===== config.mk =====
export PLATFORM = sky130hd
export DESIGN_NAME = ram_port_arbiter
export DESIGN_NICKNAME = d
export VERILOG_FILES = /design/src/rtl/ram_arb_pkg.sv /design/src/rtl/rr_arbiter2.sv /design/src/rtl/ram_port_arbiter.sv
export SDC_FILE = /design/constraint.sdc
export NUM_CORES = 1
export LEC_CHECK = 0
export ABC_AREA = 1
export CORE_ASPECT_RATIO = 1.75
export CORE_MARGIN = 2
export CORE_UTILIZATION = 34
export CTS_CLUSTER_SIZE = 14
export DETAILED_ROUTE_END_ITERATION = 7
export PLACE_DENSITY = 0.65
export SLEW_MARGIN = 20
export SYNTH_ARGS = -nofsm -noshare
export SYNTH_HDL_FRONTEND = slang
export SYNTH_SLANG_ARGS = --single-unit

===== constraint.sdc =====
create_clock -name CLK -period 1.35 [get_ports CLK]
set_input_delay 0.135 -clock CLK [delete_from_list [all_inputs] [get_ports CLK]]
set_output_delay 0.135 -clock CLK [all_outputs]
set_load 0.1 [all_outputs]

===== src/rtl/ram_arb_pkg.sv =====
// Shared types for the two-port RAM arbiter: FSM states, default RAM geometry
// and the grant-id encoding.
package ram_arb_pkg;

  localparam int unsigned AW_DEF = 4;
  localparam int unsigned DW_DEF = 4;

  typedef enum logic [1:0] {
    IDLE   = 2'd0,
    ACCESS = 2'd1,
    RESP   = 2'd2
  } state_t;

  typedef enum logic {
    GNT_A = 1'b0,
    GNT_B = 1'b1
  } gnt_id_t;

endpackage


===== src/rtl/rr_arbiter2.sv =====
// Two-input combinational arbiter. ptr=0 favours A on a tie, ptr=1 favours B;
// fixed_prio makes A win whenever it requests.
module rr_arbiter2
  import ram_arb_pkg::*;
(
  input  logic [1:0] req,
  input  logic       fixed_prio,
  input  logic       ptr,
  output logic [1:0] gnt
);

  always_comb begin
    gnt = 2'b00;
    if (req[GNT_A] && (!req[GNT_B] || fixed_prio || !ptr)) begin
      gnt[GNT_A] = 1'b1;
    end else if (req[GNT_B]) begin
      gnt[GNT_B] = 1'b1;
    end
  end

endmodule


===== src/rtl/ram_port_arbiter.sv =====
// Arbiter/sequencer sharing one single-port RAM between requesters A and B.
// Each command takes IDLE -> ACCESS -> RESP; all RAM-side and client-side outputs are registered.
module ram_port_arbiter
  import ram_arb_pkg::*;
#(
  parameter int unsigned AW         = AW_DEF,
  parameter int unsigned DW         = DW_DEF,
  parameter bit          FIXED_PRIO = 1'b0
) (
  input  logic          CLK,
  input  logic          RST,
  input  logic          REQ_A,
  input  logic          WE_A,
  input  logic [AW-1:0] ADDR_A,
  input  logic [DW-1:0] WDATA_A,
  output logic          ACK_A,
  input  logic          REQ_B,
  input  logic          WE_B,
  input  logic [AW-1:0] ADDR_B,
  input  logic [DW-1:0] WDATA_B,
  output logic          ACK_B,
  output logic [DW-1:0] RDATA,
  output logic          BUSY,
  output logic          RAM_WE,
  output logic [AW-1:0] RAM_A,
  output logic [DW-1:0] RAM_DI,
  input  logic [DW-1:0] RAM_DO
);

  state_t        state, state_n;
  gnt_id_t       gnt_id, gnt_id_n;
  logic          ptr_q, ptr_n;
  logic [1:0]    gnt;
  logic          ram_we_n, ack_a_n, ack_b_n, busy_n;
  logic [AW-1:0] ram_a_n;
  logic [DW-1:0] ram_di_n, rdata_n;

  rr_arbiter2 u_arb (
    .req        ({REQ_B, REQ_A}),
    .fixed_prio (FIXED_PRIO),
    .ptr        (ptr_q),
    .gnt        (gnt)
  );

  always_ff @(posedge CLK) begin
    if (RST) begin
      state  <= IDLE;
      gnt_id <= GNT_A;
      ptr_q  <= 1'b0;
      RAM_WE <= 1'b0;
      RAM_A  <= '0;
      RAM_DI <= '0;
      ACK_A  <= 1'b0;
      ACK_B  <= 1'b0;
      RDATA  <= '0;
      BUSY   <= 1'b0;
    end else begin
      state  <= state_n;
      gnt_id <= gnt_id_n;
      ptr_q  <= ptr_n;
      RAM_WE <= ram_we_n;
      RAM_A  <= ram_a_n;
      RAM_DI <= ram_di_n;
      ACK_A  <= ack_a_n;
      ACK_B  <= ack_b_n;
      RDATA  <= rdata_n;
      BUSY   <= busy_n;
    end
  end

  // Next state and next register values; the pointer moves only on a grant.
  always_comb begin
    state_n  = state;
    gnt_id_n = gnt_id;
    ptr_n    = ptr_q;
    ram_we_n = RAM_WE;
    ram_a_n  = RAM_A;
    ram_di_n = RAM_DI;
    rdata_n  = RDATA;
    ack_a_n  = 1'b0;
    ack_b_n  = 1'b0;
    busy_n   = BUSY;
    case (state)
      IDLE: begin
        busy_n = 1'b0;
        if (gnt[GNT_B]) begin
          state_n  = ACCESS;
          busy_n   = 1'b1;
          gnt_id_n = GNT_B;
          ptr_n    = 1'b0;
          ram_we_n = WE_B;
          ram_a_n  = ADDR_B;
          ram_di_n = WDATA_B;
        end else if (gnt[GNT_A]) begin
          state_n  = ACCESS;
          busy_n   = 1'b1;
          gnt_id_n = GNT_A;
          ptr_n    = 1'b1;
          ram_we_n = WE_A;
          ram_a_n  = ADDR_A;
          ram_di_n = WDATA_A;
        end
      end
      ACCESS: begin
        state_n  = RESP;
        busy_n   = 1'b1;
        ram_we_n = 1'b0;
        rdata_n  = RAM_DO;
        ack_a_n  = (gnt_id == GNT_A);
        ack_b_n  = (gnt_id == GNT_B);
      end
      RESP: begin
        state_n = IDLE;
        busy_n  = 1'b0;
      end
      default: begin
        state_n  = IDLE;
        busy_n   = 1'b0;
        ram_we_n = 1'b0;
      end
    endcase
  end

endmodule


After elaboration in Yosys (flattened, before gate mapping) --
Index checks and enable logic that the tools add are counted.
Storage, ports and cells: register bits after elaboration 20, input bits 26, output and inout bits 16
Operators by class: equal/unequal tests 3, mux-type cells 20, bitwise logic cells 3, reductions and logical operators 9
Operator list (number):
- $mux W4 | 4
- $mux W1 | 11
- $mux W2 | 2
- $pmux W1 S2 | 2
- $pmux W2 S2 | 1
- $reduce_and A2 Y1 | 2
- $ne A3 B3 Y1 const B | 1
- $not A1 Y1 | 3
- $eq A2 B1 Y1 const B | 1
- $eq A2 B2 Y1 const B | 1
- $logic_not A1 Y1 | 2
- $logic_not A2 Y1 | 1
- $reduce_bool A2 Y1 | 1
- $reduce_or A2 Y1 | 1
- $logic_and A1 B1 Y1 | 1
- $logic_or A1 B1 Y1 | 1

Depth between registers and ports, before layout --
Gate-level depths: netlist of run 1.
depth after elaboration 7, depth in mapped cells 8

By module --
From an unflattened synthesis of run 1, not the netlist that was laid out.
Unflattened totals: cell total of the unflattened synthesis 138, area, all modules 964.7 sq um
Modules (own cells, without submodules):
- ram_port_arbiter | times used 1, cells each 131, area each 932.1 sq um
- rr_arbiter2 | times used 1, cells each 7, area each 32.5 sq um

Worst setup path before layout of run 1 --
No wires, ideal clock.
path kind register -> register, from register, netlist name RAM_WE, to register RAM_WE, data arrival time 1264 ps, setup slack 19 ps, cell stages (with the launch flop) 3, path buffers 0, clock period less this slack 1331 ps, cell sequence dfxtp_1 nand3_1 a21oi_2
RTL lines:
- end signal, assigned | line ram_port_arbiter.sv:61 | RAM_WE <= ram_we_n;
- end, declared | line ram_port_arbiter.sv:24 | output logic RAM_WE,

Worst setup path after layout of run 1 --
from input REQ_B, to register RAM_DI[2]
Between the ends: word-level cells in the longest chain between the ends 6, elaborated cells on any way between the ends 9, those cells by class mux (4); reduce/logical (5)
Ends and longest elaborated chain:
- start, declared | line ram_port_arbiter.sv:17 | input logic REQ_B,
- $logic_not A1 Y1 | line rr_arbiter2.sv:14 | if (req[GNT_A] && (!req[GNT_B] || fixed_prio || !ptr)) begin
- $logic_or A1 B1 Y1 | line rr_arbiter2.sv:14
- $logic_and A1 B1 Y1 | line rr_arbiter2.sv:14
- $mux W1 | line rr_arbiter2.sv:14
- $reduce_bool A2 Y1 (no source line)
- $reduce_and A2 Y1 (no source line)
- end signal, assigned | line ram_port_arbiter.sv:63 | RAM_DI <= ram_di_n;
- end, declared | line ram_port_arbiter.sv:26 | output logic [DW-1:0] RAM_DI,
Several ways; a longest one is shown, not always the timed one. A chain may end at the register's enable or synchronous reset.

==> metrics, run 1 <==
vias per cell=between 4 and 5; cell area after layout=between 1500 and 2000 um^2; Root Buffer=clkbuf_8; critical path capture point=RAM_DI[2]; share of cells above drive strength 1=0.229; Seq cells post-synth=20; RSZ-0062 raised after global routing=false; postcts setup bufs=0; commonest non-fill, non-tap cells in the layout=clkdlybuf4s50_1 (25), nand3_1 (23), nand2_1 (23), dfxtp_1 (20), nor2_1 (17); RR Startpoint=state[1]; sequential area share after synthesis=0.450; Cell Area, Synth=approximately 890 um^2; Starting DRT DRC Count=24; number of diodes=0; Final Cycle Share=0.860; Multi-input gate area=just under 400 um^2; FP Rows=24; Rel. slew slack=0.758; initial antenna violation count=0; cts repair resizes=0; leakage=around 0.73 nW; I/O pin total=42; Die ar.=a little over 3000 um^2; Pwr Density=around 1300 nW/um^2; syn_nets=150; area post-placement=about 1500 um^2; CTS sink cnt=20; metal3 WL=roughly 150 um; final worst path period need=about 1.2 ns; RR Endpoint=RAM_A[3]; Mean Syn Cell Area=7.17 um^2; maxcap violations=0; worst endpoint required time=about 1.6 ns; Pre-Repair DR Iteration Count=4; hold buffer count at CTS=0; met2 wire len=between 1000 and 1500 um; synthesis-to-finish area growth=77.4%; CORE AREA=roughly 2500 um^2; final setup vio count=0; Yosys cell types=16; CTS tree=yes; fill count=approximately 210; first-pass GRT wire length=a little over 4000 um; worst hold path class=register to register; Starting Density=0.357; DRC=0; Max Clock Skew=between 0.004 and 0.005 ns; Critical Path Start=REQ_B; vias in the first global route=around 1000; grt total ovfl=0; H-tree Lvls=1; Final HPWL DP=between 1500 and 2000 um; critical path class=input pin to register; R2R Setup Slk=around 0.23 ns; Worst Setup End Kind=register; CP arrival=1.37 ns; maximum vdd drop=around 0.86 mV; Port Buffers=41; final wirelength=2300 um; Fmax achieved=about 860 MHz; DRT antenna net count=0; vias=925; clock-pin slew on the worst setup and hold paths=roughly 0.070 ns; register area=approximately 400 um^2; R2R cell count=6; final-report max-slew violation count=0; CP Max Fanout=10; outcome=completed; CTS buffer count=3; Ys Warns=0; worst-margin pin slew=about 0.36 ns; CTS max path bufs=2; hold slack=between 0.4 and 0.5 ns; Worst setup SP type=input pin; largest net degree at the start of global routing=13; Die Width=about 43 um; Total GRT Usage=0.173; Metal-1 WL=between 800 and 900 um; max layer used=met4; commonest non-fill, non-tap cell in the layout=clkdlybuf4s50_1; drt wl/cell=about 12 um; Die H=71.7 um; worst skew pair latency=0.26 ns; nets=roughly 200; Fin. Hold Viols=0; gpl congestion=approximately 0.87; Post-Synthesis Cells=roughly 120
==> cell families (layout without fill, tap and decap cells) <==
| group | count (synthesis) | in the layout | share of synthesized area |
|---|---|---|---|
| buf+inv | 24 | 70 | 0.113 |
| flops | 20 | 20 | 0.450 |
| compound gates | 10 | 10 | 0.0858 |
| simple gates | 70 | 70 | 0.352 |
==> worst min-delay path by stage <==
stage	start	end	slack, ns	cells after the start
global placement	gnt_id	ACK_A	0.44	1
detailed placement	gnt_id	ACK_A	0.44	1
finish	gnt_id	ACK_A	0.45	1
CTS	gnt_id	ACK_A	0.45	1
floorplan	RST	RAM_WE	0.20	1
global route	gnt_id	ACK_A	0.47	1
==> worst max-delay path, cell delays in order <==
cell and delay [ns]:
clkdlybuf4s50_1 0.53, inv_2 0.09, a21oi_4 0.26, nand3_1 0.12, nand3_1 0.10, nand2_1 0.05
inv_1 0.06
==> metal layers <==
metal	track usage	up-vias
met4	0.0972	0
met3	0.0252	6
met1	0.181	405
met5	0	-
li1	-	476
met2	0.316	38
==> synth_stat cells <==
| library cell | number | share of area |
|---|---|---|
| nor2_1 | 17 | 0.072 |
| nand3_2 | 1 | 0.011 |
| nor2_2 | 3 | 0.021 |
| a21oi_4 | 2 | 0.037 |
| nand3_1 | 23 | 0.13 |
| buf_6 | 1 | 0.013 |
| a21oi_2 | 1 | 0.0098 |
| nand2_1 | 23 | 0.097 |
| o21ai_0 | 4 | 0.023 |
| dfxtp_1 | 20 | 0.45 |
| buf_2 | 2 | 0.011 |
| inv_2 | 5 | 0.021 |
| nand2_2 | 3 | 0.021 |
| a21oi_1 | 2 | 0.011 |
| o21ai_1 | 1 | 0.0056 |
| inv_1 | 16 | 0.068 |
==> power by group <==
group	switching, mW	internal [mW]
Combinational	0.479	0.302
Clock	0.193	0.396
Sequential	0.0519	0.644
Total	0.723	1.34
==> per-stage QoR <==
step / TNS (ns) / util / worst slack (ns) / instances / total power [mW]
CTS: 0 / 0.631 / 0.0989 / 196 / 2.08
floorplan: 0 / - / 0.0188 / 124 / 1.17
detailed placement: -0.714 / 0.602 / -0.0973 / 192 / 1.49
global route: 0 / 0.633 / 0.0290 / 196 / 2.15
global placement: -0.317 / 0.602 / -0.0456 / 192 / 1.48
finish: 0 / 0.633 / 0.189 / 196 / 2.06
==> flip-flops by register name (all words and copies together) (netlist names) <==
name and flops:
BUSY 1, RAM_WE 1, RAM_DI 4, state 2, ACK_A 1, ptr_q 1
RAM_A 4, RDATA 4, ACK_B 1, gnt_id 1
==> area by class of cell <==
| class | instances | area share |
|---|---|---|
| Sequential cell | 20 | 0.254 |
| Multi-Input combinational cell | 80 | 0.250 |
| Tap cell | 26 | 0.0206 |
| Timing Repair Buffer | 45 | 0.381 |
| Inverter | 21 | 0.0500 |
| Clock inverter | 1 | 0.0190 |
| Clock buffer | 3 | 0.0262 |
Note: power is estimated with default switching activity, not from simulation.
==> inputs of run 2 (changes only) <==
Settings changed: SLEW_MARGIN 20 to default.
==> results of run 2 <==
The final DEF is identical to that of run 1; final timing and power are the same.
==> inputs of run 3 (changes only) <==
Settings changed: CELL_PAD_IN_SITES_DETAIL_PLACEMENT from default to 1, CELL_PAD_IN_SITES_GLOBAL_PLACEMENT from default to 2, CORE_UTILIZATION 34 to 20, GPL_TIMING_DRIVEN from default to 0, PLACE_DENSITY 0.65 to 0.73, TNS_END_PERCENT from default to 1.
==> metrics, run 3 (synthesized netlist as in run 1, its figures left out) <==
outcome=completed; I/O pin total=42 (unchanged); CTS max path bufs=2 (unchanged); CTS buffer count=3 (unchanged); clock-pin slew on the worst setup and hold paths=0.08 ns (about the same); leakage=0.650 nW (-11%); maxcap violations=0 (unchanged); final wirelength=2770 um (+21%); Final Cycle Share=0.967 (+0.106); Die Width=54.4 um (+28%); Final HPWL DP=2240 um (+20%); Port Buffers=41 (unchanged); Die H=92.2 um (+29%); worst-path cell chain=clkdlybuf4s15_2; final setup vio count=0 (unchanged); critical path class=register to output pin; fill count=540 (+150%); number of diodes=0 (unchanged); nets=196 (-0.51%); worst endpoint required time=1.22 ns (-0.34 ns); maximum vdd drop=0.645 mV (-25%); largest net degree at the start of global routing=13 (unchanged); CTS tree=yes; postcts setup bufs=0 (unchanged); FP Rows=32 (+33%); commonest non-fill, non-tap cell in the layout=clkdlybuf4s50_1; commonest non-fill, non-tap cells in the layout=clkdlybuf4s50_1 (25), nand3_1 (23), nand2_1 (23), dfxtp_1 (20), nor2_1 (17); worst hold path class=register to register; synthesis-to-finish area growth=63.6%; CORE AREA=4320 um^2 (+73%); hold buffer count at CTS=0 (unchanged); final-report max-slew violation count=0 (unchanged); Multi-input gate area=389 um^2 (-1.3%); top flop regs=RAM_A (4), RAM_DI (4), RDATA (4); RSZ-0062 raised after global routing=false; Worst setup SP type=register; CP Max Fanout=2 (-8); Pre-Repair DR Iteration Count=3 (-1); cts repair resizes=48 (+48); final worst path period need=1.31 ns (+0.144 ns); Root Buffer=clkbuf_8; slowest CP cell=clkdlybuf4s15_2; H-tree Lvls=1 (unchanged); register area=400 um^2 (unchanged); Fin. Hold Viols=0 (unchanged); vias in the first global route=1022 (+1.9%); Fmax achieved=766 MHz (-11%); Total GRT Usage=0.120 (-0.0533); CTS sink cnt=20 (unchanged); vias per cell=4.27 (-9.6%); worst skew pair latency=0.26 ns (about the same); initial antenna violation count=0 (unchanged); Starting DRT DRC Count=5 (-79%); share of cells above drive strength 1=0.225 (-0.00456); CP arrival=1.17 ns (-0.20 ns); CP delay by family, top=buffers and inverters; DRC=0 (unchanged); Max Clock Skew=0.00365 ns (-0.000754 ns); hold slack=0.449 ns (-0.00255 ns); first-pass GRT wire length=4310 um (+4.9%); Die ar.=5020 um^2 (+64%); CP max stage delay=0.56 ns (+0.03 ns); vias=939 (+1.5%); Rel. slew slack=0.634 (-0.125); gpl congestion=0.688 (-21%); Worst Setup End Kind=output pin; dpl ws=-0.253 ns (-0.156 ns); crit path buf inv count=1 (-2); grt total ovfl=0 (unchanged); drt wl/cell=12.6 um (+7.4%); Pwr Density=1340 nW/um^2 (+2.3%); worst-margin pin slew=0.552 ns (+0.190 ns); Starting Density=0.206 (-0.151); final setup margin=0.0449 ns (-0.144 ns); DRT antenna net count=0 (unchanged)
run 3: changes by cell type in the layout (fill, tap and decap cells not counted), sizes merged:
cell,change
clkdlybuf4s15,+16
buf,-17
run 3: worst paths after layout:
check / startpoint / to / slack, ns / depth (start not counted)
setup / recovery: RAM_WE / RAM_WE / 0.04 / 1
hold reg to reg: gnt_id / ACK_A / 0.45 / 1
hold / removal: gnt_id / ACK_A / 0.45 / 1
setup reg to reg: state[1] / RAM_A[2] / 0.21 / 7
run 3: final cells by class:
cell class | instances | area share
clock buffer | 3 | 0.0284
sequential | 20 | 0.275
inverter | 21 | 0.0542
timing repair buffer | 41 | 0.296
clock inverter | 1 | 0.0206
buffer | 3 | 0.0146
tap | 51 | 0.0439
multi-input combinational | 80 | 0.267
run 3: per-stage QoR:
step	utilization	instance area [um^2]	total power [mW]	setup TNS, ns	std cells
final	0.337	1460	1.95	0	220
after global routing	0.337	1460	2.05	0	220
after CTS	0.337	1460	1.99	0	220
after detailed placement	0.315	1360	1.38	-4.59	216
after global placement	0.315	1360	1.37	-4.19	216
after floorplan	-	890	1.17	0	124
run 3: per-layer routing:
| layer | vias to the layer above | track usage | part of all wire |
|---|---|---|---|
| met4 | 0 | 0.0625 | 0.023 |
| met5 | - | 0 | 0 |
| met3 | 6 | 0.0195 | 0.064 |
| met1 | 435 | 0.102 | 0.33 |
| met2 | 27 | 0.237 | 0.58 |
| li1 | 471 | - | - |
run 3: worst reg2reg max path, cell delays in order (launching register included):
cell	delay (ns)
dfxtp_1	0.34
nor2_2	0.13
buf_6	0.16
inv_2	0.05
a21oi_4	0.16
nor2_1	0.06
nor2_1	0.09
nor2_1	0.04
run 3: where the power goes:
part | internal [mW] | switching [mW]
logic | 0.194 | 0.486
registers | 0.643 | 0.0263
clock network | 0.396 | 0.203
total | 1.23 | 0.715
